File: src/rtl/four_bit_adder.sv
// Purpose : 4-bit unsigned ripple-carry adder with carry-in/carry-out, registered outputs.
// Latency : 1 cycle; operands sampled at rising clk edge N are visible on sum/co after edge N.
// Backpressure: none; a new operand pair is accepted every cycle, outputs hold between edges.
//
// Ports:
//   clk   - rising-edge clock
//   rst_n - synchronous active-low reset; clears sum/co at the next rising edge
//   a, b  - unsigned operands
//   ci    - carry-in into stage 0
//   sum   - registered (a + b + ci) mod 2^WIDTH
//   co    - registered carry-out of the top stage
module four_bit_adder #(
  parameter int WIDTH = 4
) (
  input  logic             clk,
  input  logic             rst_n,
  input  logic [WIDTH-1:0] a,
  input  logic [WIDTH-1:0] b,
  input  logic             ci,
  output logic [WIDTH-1:0] sum,
  output logic             co
);

  // Carry chain: c[i] enters stage i, c[WIDTH] leaves the top stage.
  logic [WIDTH:0]   c;
  logic [WIDTH-1:0] p;      // per-stage propagate (a ^ b)
  logic [WIDTH-1:0] g;      // per-stage generate  (a & b)
  logic [WIDTH-1:0] s;

  logic [WIDTH-1:0] sum_d, sum_q;
  logic             co_d,  co_q;

  assign c[0] = ci;

  for (genvar i = 0; i < WIDTH; i++) begin : g_stage
    assign p[i]   = a[i] ^ b[i];
    assign g[i]   = a[i] & b[i];
    assign s[i]   = p[i] ^ c[i];
    // A stage carries out when it generates, or when it propagates an incoming carry.
    assign c[i+1] = g[i] | (c[i] & p[i]);
  end

  assign sum_d = s;
  assign co_d  = c[WIDTH];

  // Reset wins over whatever operands are present at the edge, so a result
  // in flight during reset is dropped rather than emerging afterwards.
  always_ff @(posedge clk) begin
    if (!rst_n) begin
      sum_q <= '0;
      co_q  <= 1'b0;
    end else begin
      sum_q <= sum_d;
      co_q  <= co_d;
    end
  end

  assign sum = sum_q;
  assign co  = co_q;

endmodule

File: config.mk
export PLATFORM = sky130hd
export DESIGN_NAME = four_bit_adder
export DESIGN_NICKNAME = d
export VERILOG_FILES = /design/src/rtl/four_bit_adder.sv
export SDC_FILE = /design/constraint.sdc
export NUM_CORES = 1
export LEC_CHECK = 0
export BUFFER_PORTS_ARGS = -buffer_cell sky130_fd_sc_hd__buf_2
export CAP_MARGIN = 15
export CORE_AREA = 2 2 39 41
export DETAILED_ROUTE_END_ITERATION = 8
export DIE_AREA = 0 0 41 43
export GPL_TIMING_DRIVEN = 0
export MAX_ROUTING_LAYER = met4
export PLACE_DENSITY_LB_ADDON = 0.08
export REMOVE_ABC_BUFFERS = 1
export SYNTH_ARGS = -nofsm -noshare
export SYNTH_HDL_FRONTEND = slang
export SYNTH_SLANG_ARGS = --single-unit
File: constraint.sdc
create_clock -name clk -period 2.1 [get_ports clk]
set_input_delay 0.42 -clock clk [delete_from_list [all_inputs] [get_ports clk]]
set_output_delay 0.42 -clock clk [all_outputs]
set_load 0.05 [all_outputs]
# --- After elaboration in Yosys (flattened, before gate mapping) ---
# Cells that the tools add are included.
classes:
  n_reduce_logical: 0
  n_eq_ne: 0
  shift: 0
  bitwise_logic: 20
  n_mul: 0
  addsub: 0
  order_cmp: 0
  mux: 0
  div: 0
ops:
  columns: ["operator", "n"]
  rows:
  - ["1-bit bitwise AND", 8]
  - ["1-bit bitwise XOR", 8]
  - ["1-bit bitwise OR", 4]
word_totals:
  out_inout_bits: 5
  ff_bits: 5
  ramBits: 0
  latch_bits: 0
  romBits: 0
  input_bits: 11
  n_memories: 0

# --- Logic depth before layout (Yosys ltp) ---
# Gate-level depths: netlist (run 1).
depth:
  ltp_word: 9
  depth_mapped: 8
  depth_no_buf: 8

# --- Least setup slack after synthesis (run 1) ---
# OpenSTA, ideal clock, no wires.
synth_timing:
  path_type: "input to register"
  start: "input port a[0]"
  end: "register sum_q[3] (netlist: sum[3])"
  stages: 8
  setup_slack_ps: -23
  arrival_ps: 2066
  cell_sequence: "fa_1 inv_1 fa_1 inv_1 fa_1 inv_1 fa_1 and2b_2"
synth_between:
  elab_chain_cells: 8
synth_rtl:
  columns: ["item", "line", "rtl"]
  rows:
  - ["start: declaration", "17", "input logic [WIDTH-1:0] a,"]
  - ["1-bit bitwise XOR", "36", "assign p[i] = a[i] ^ b[i];"]
  - ["1-bit bitwise AND", "40", "assign c[i+1] = g[i] | (c[i] & p[i]);"]
  - ["1-bit bitwise OR *", "40", null]
  - ["1-bit bitwise AND *", "40", null]
  - ["1-bit bitwise OR *", "40", null]
  - ["1-bit bitwise AND *", "40", null]
  - ["1-bit bitwise OR *", "40", null]
  - ["1-bit bitwise XOR *", "38", "assign s[i] = p[i] ^ c[i];"]
  - ["end signal: assignment", "53", "sum_q <= sum_d;"]
  - ["end: declaration", "30", "logic [WIDTH-1:0] sum_d, sum_q;"]
# Every way passes the cells marked *; elsewhere a longest branch is shown, timed or not.
# A chain may end at the register's enable or synchronous reset.

# --- Worst setup path in the final report (run 1) ---
# Ends and elaborated chain as after synthesis.

==> results.sh, run 1 <==
export IMPL_antenna_left=0
export IMPL_wl_per_cell_um=7.268
export IMPL_cts_htree_levels=1
export IMPL_crit_path_cell_trace="buf_2 -> fa_2 -> inv_2 -> fa_2 -> inv_1 -> fa_2 -> inv_2 -> fa_1 -> and2b_2"
export IMPL_use_met2_pct=5.938
export IMPL_rsz0062_at_grt="no"
export IMPL_fmax_mhz=499.9
export IMPL_synth_edff_count=0
export IMPL_seqPwrFrac_pct=35.6
export IMPL_antenna_found_initial=0
export IMPL_async_reset_ff_share_pct=0
export IMPL_track_usage_pct=5.062
export IMPL_hp_class="in -> reg"
export IMPL_cts_tree="yes"
export IMPL_drt_total_wl_um=407
export IMPL_start_util_pct=17.90
export IMPL_path_max_fanout=1
export IMPL_peakVddDrop_uv=157.8
export IMPL_busiest_layer="met4"
export IMPL_status="complete, no violations"
export IMPL_cp_end_kind="flip-flop"
export IMPL_p_sw_mw=0.09452
export IMPL_numCtsBuffers=3
export IMPL_crit_slowest_cell="fa_1"
export IMPL_cp_common_cell="fa_2"
export IMPL_layout_nets=56
export IMPL_hold_violations=0
export IMPL_ys_types=5
export IMPL_critPathTopFamily="adder cells"
export IMPL_dpl_cell_count=52
export IMPL_syn2layout_area_growth_pct=52.02
export IMPL_chipHeight_um=43
export IMPL_clk_pin_slew_ns=0.04
export IMPL_crit_arrival_ns=2.18
export IMPL_worstSetupStartpoint="a[0]"
export IMPL_critical_path_class="in -> reg"
export IMPL_yosysTopAreaCell="dfxtp_1"
export IMPL_io_pin_count=16
export IMPL_synth_common_cells="7 x inv_1, 5 x dfxtp_1, 4 x fa_1"
export IMPL_power_density_mw_per_mm2=803.4
export IMPL_root_buffer="clkbuf_4"
export IMPL_crit_buf_inv=4
export IMPL_clkSinkCount=5
export IMPL_max_cap_viol_count=0
export IMPL_syn_area_per_cell_sq_um=11.80
export IMPL_cts_buffer_depth=2
export IMPL_vias=175
export IMPL_ys_seq_area_share_pct=40.40
export IMPL_p_int_mw=0.2080
export IMPL_worstPathRequired_ns=2.28
export IMPL_mappedNetlistArea_sq_um=247.7
export IMPL_num_rows=14
export IMPL_start_kind="input port"
export IMPL_worst_pin_slew_ns=0.2492
export IMPL_diodes=0
export IMPL_fin_crit_ns=2.000
export IMPL_coreArea_sq_mm=0.001384
export IMPL_p_comb_share_pct=29.2
export IMPL_drive_gt1_share_pct=70.00
export IMPL_grt_overflow=0
export IMPL_grt_pass1_vias=156
export IMPL_setup_tns_ns=0
export IMPL_use_met3_pct=1.571
export IMPL_drtPass1Iterations=2
export IMPL_drc=0
export IMPL_p_sw_share_pct=31.24
export IMPL_place_congestion=0.5602
export IMPL_met1_usage_pct=3.909
export IMPL_design_area_sq_um=376.6
export IMPL_slew_violations=0
export IMPL_min_delay_start="rst_n"
export IMPL_slew_headroom_pct=83.50
export IMPL_yosysMostFrequentCell="inv_1"
export IMPL_p_leak_nw=0.2034
export IMPL_p_clk_share_pct=35.2
export IMPL_fin_crit_sh_pct=95.25
export IMPL_yosys_warnings=0
export IMPL_cpPeakStageDelay_ns=0.39
export IMPL_via_per_inst=3.125
export IMPL_netlist_area_leader_share_pct=40.40
export IMPL_final_cells=56
export IMPL_grt_max_degree=6
export IMPL_worstHoldEndpoint="sum[2]"
export IMPL_first_iter_violations=1
export IMPL_min_path_cells=2
export IMPL_syn_inst=21
export IMPL_grt_pass1_wl_um=489
export IMPL_ys_seq_elements=5
export IMPL_post_cts_buffers=0
export IMPL_synthFlopType="dfxtp_1"
export IMPL_floorplan_die_area_sq_mm=0.001763
export IMPL_placed_area_sq_um=342.8
export IMPL_power_mw=0.3026
export IMPL_cts_hold_buf=0
export IMPL_yosys_top_cells_area="dfxtp_1 40%, fa_1 32%, inv_1 11%, and2b_2 11%, and2_2 6.1%"
export IMPL_die_w_um=41
export IMPL_port_buffers=15
export IMPL_setup_violations=0
-- power by group through the flow --
stage | logic, mW | registers (mW) | clock network [mW]
after floorplan | 0.0222 | 0.149 | 0
after global placement | 0.0855 | 0.109 | 0
after detailed placement | 0.0866 | 0.109 | 0
after CTS | 0.0864 | 0.108 | 0.114
after global routing | 0.0969 | 0.108 | 0.114
final | 0.0883 | 0.108 | 0.106
-- repair_timing --
item                                    in CTS  in global routing
resized for setup                            0                  5
hold endpoints to repair                     0                  0
endpoints found under the setup margin       0                  1
-- metal layers --
| layer | vias up | part of all wire [%] | wire length (um) |
|---|---|---|---|
| li1 | 93 | - | - |
| met1 | 70 | 25 | 103 |
| met2 | 10 | 55 | 222 |
| met3 | 2 | 18 | 72 |
| met4 | 0 | 2.0 | 8 |
| met5 | - | 0 | 0 |
-- cell type report --
class	instances	area [sq um]
fill	154	1007
multi-input combinational	9	128.9
sequential	5	100.1
timing repair buffer	15	75.07
clock buffer	4	26.28
inverter	7	26.28
tap	16	20.02
-- through the flow --
stage	setup WS [ns]	hold slack (ns)	util (%)
2_1_floorplan	-0.02343	0.5562	-
3_3_place_gp	-0.1965	0.6944	24.77
3_5_place_dp	-0.2278	0.6938	24.77
4_1_cts	0.03381	0.4429	26.67
5_1_grt	0.01246	0.4688	27.22
6_report	0.09972	0.4484	27.22
-- layout by cell type, fill, tap and decap left out --
cell       n
and2_2     2
clkbuf_1   1
inv_2      2
clkbuf_4   3
dfxtp_1    5
fa_1       1
buf_2     15
and2b_2    3
fa_2       3
inv_1      5
-- flip-flops by register name, indices dropped and copies added, names as in the netlist --
| signal | flops |
|---|---|
| co | 1 |
| sum | 4 |
-- how the worst max path moves through the flow --
stage / depth (start not counted) / endpoint / slack [ns]
6_report: 9 / sum[3] / 0.1
5_1_grt: 9 / sum[3] / 0.01
4_1_cts: 9 / sum[3] / 0.03
3_5_place_dp: 9 / sum[3] / -0.23
3_3_place_gp: 9 / sum[3] / -0.20
2_1_floorplan: 8 / sum[3] / -0.02
-- kinds of logic (layout without fill, tap and decap cells) --
kind of cell | Yosys count | count (layout) | synth area share, %
adders and majority gates | 4 | 4 | 32.32
buffers and inverters | 7 | 26 | 10.61
and+or+nand+nor | 5 | 5 | 16.67
DFF | 5 | 5 | 40.41
Note: power is estimated with default switching activity, not from simulation.
==> run 2, diff against run 1 <==
- GPL_TIMING_DRIVEN: 0 -> not set
==> results.sh, run 2 (synthesis gave the netlist of run 1 again) <==
export IMPL_status="complete, no violations"
export IMPL_rsz0062_at_grt="no"
export IMPL_grt_max_degree=6
export IMPL_slew_headroom_pct=83.51
export IMPL_track_usage_pct=6.010
export IMPL_fin_crit_sh_pct=94.32
export IMPL_hold_violations=0
export IMPL_layout_nets=56
export IMPL_post_cts_buffers=0
export IMPL_mostFrequentLayoutCell="buf_2"
export IMPL_die_w_um=41
export IMPL_postLayoutCoreUtil_pct=27.03
export IMPL_drive_gt1_share_pct=65.00
export IMPL_min_path_cells=2
export IMPL_setup_violations=0
export IMPL_num_rows=14
export IMPL_diodes=0
export IMPL_power_density_mw_per_mm2=802.1
export IMPL_root_buffer="clkbuf_4"
export IMPL_crit_path_cell_trace="buf_2 -> fa_2 -> inv_1 -> fa_1 -> inv_1 -> fa_2 -> inv_2 -> fa_1 -> and2b_2"
export IMPL_drt_total_wl_um=390
export IMPL_worst_slack_ns=0.1193
export IMPL_largest_register_ffs=4
export IMPL_numCtsBuffers=3
export IMPL_grt_overflow=0
export IMPL_chipHeight_um=43
export IMPL_worstHoldEndpoint="sum[2]"
export IMPL_antenna_left=0
export IMPL_hp_class="in -> reg"
export IMPL_most_common_layout_cells="15 x buf_2, 6 x inv_1, 5 x dfxtp_1"
export IMPL_grt_pass1_vias=191
export IMPL_coreArea_sq_mm=0.001384
export IMPL_cts_tree="yes"
export IMPL_cp_end_kind="flip-flop"
export IMPL_antenna_found_initial=0
export IMPL_place_congestion=0.5639
export IMPL_cts_buffer_depth=2
export IMPL_clk_pin_slew_ns=0.04
export IMPL_first_iter_violations=0
export IMPL_start_kind="input port"
export IMPL_cpPeakStageDelay_ns=0.40
export IMPL_critical_path_class="in -> reg"
export IMPL_drtPass1Iterations=1
export IMPL_path_max_fanout=1
export IMPL_worst_pin_slew_ns=0.2491
export IMPL_peakVddDrop_uv=155.2
export IMPL_crit_arrival_ns=2.16
export IMPL_via_per_inst=3.161
export IMPL_grt_pass1_wl_um=607
export IMPL_floorplan_die_area_sq_mm=0.001763
export IMPL_syn2layout_area_growth_pct=51.01
export IMPL_crit_slowest_cell="fa_1"
export IMPL_io_pin_count=16
export IMPL_power_mw=0.3001
export IMPL_p_leak_nw=0.2053
export IMPL_fmax_mhz=504.9
export IMPL_start_util_pct=17.90
export IMPL_preCtsSetupSlack_ns=-0.2300
export IMPL_worstPathRequired_ns=2.28
export IMPL_port_buffers=15
export IMPL_drc=0
export IMPL_slew_violations=0
export IMPL_min_delay_start="rst_n"
export IMPL_fin_crit_ns=1.981
export IMPL_max_cap_viol_count=0
export IMPL_clkSinkCount=5
export IMPL_vias=177
export IMPL_wl_per_cell_um=6.964
export IMPL_cts_htree_levels=1
==> run 2: cell counts in the layout (fill, tap and decap cells not counted) <==
No cell type changed its count.
==> run 2: power breakdown <==
part | switching (mW) | leakage (nW) | internal, mW | total [mW]
combinational | 0.0569 | 0.149 | 0.0295 | 0.0864
sequential | 0.00184 | 0.0417 | 0.106 | 0.108
clock | 0.0342 | 0.0150 | 0.0715 | 0.106
==> run 2: metrics by stage <==
step | hold WS [ns] | cell area [sq um] | setup TNS (ns) | std cells
6_report | 0.4467 | 374.1 | 0 | 56
4_1_cts | 0.4441 | 369.1 | 0 | 56
3_3_place_gp | 0.6933 | 342.8 | -0.1984 | 52
2_1_floorplan | 0.5562 | 247.7 | -0.02343 | 21
5_1_grt | 0.4599 | 374.1 | 0 | 56
3_5_place_dp | 0.6945 | 342.8 | -0.2695 | 52
==> run 2: worst max-delay path: cells and delay by family <==
kind | cells | cell delay [ns]
buffers and inverters | 4 | 0.29
and+or+nand+nor | 1 | 0.21
adders and majority gates | 4 | 1.24
==> run 2: worst max path at each step <==
stage	start	end	slack (ns)	depth (start not counted)
floorplan	a[0]	sum[3]	-0.02	8
global placement	a[0]	sum[3]	-0.19	9
detailed placement	a[0]	sum[3]	-0.23	9
CTS	a[0]	sum[3]	0.02	9
global route	a[0]	sum[3]	0.01	9
finish	a[0]	sum[3]	0.12	9
==> run 2: cell type report <==
class,instances,area (sq um)
clock buffers,4,26.28
fillers,163,1010
inverters,7,26.28
multi-input cells,9,126.4
flip-flops and latches,5,100.1
well taps,16,20.02
repair buffers,15,75.07
==> run 2: routing by layer <==
layer  GRT usage [%]  vias to the layer above  part of all wire [%]  wire length (um)
li1                -                       94                     -                 -
met1           3.947                       71                    28               109
met2           8.750                       10                    53               207
met3           1.571                        2                    17                65
met4           10.00                        0                   2.1                 8
met5               -                        -                     0                 0
==> run 2: repair_timing <==
item,4_1_cts,5_1_grt
resized for setup,0,3
hold buffers,0,0
endpoints found under the setup margin,0,1
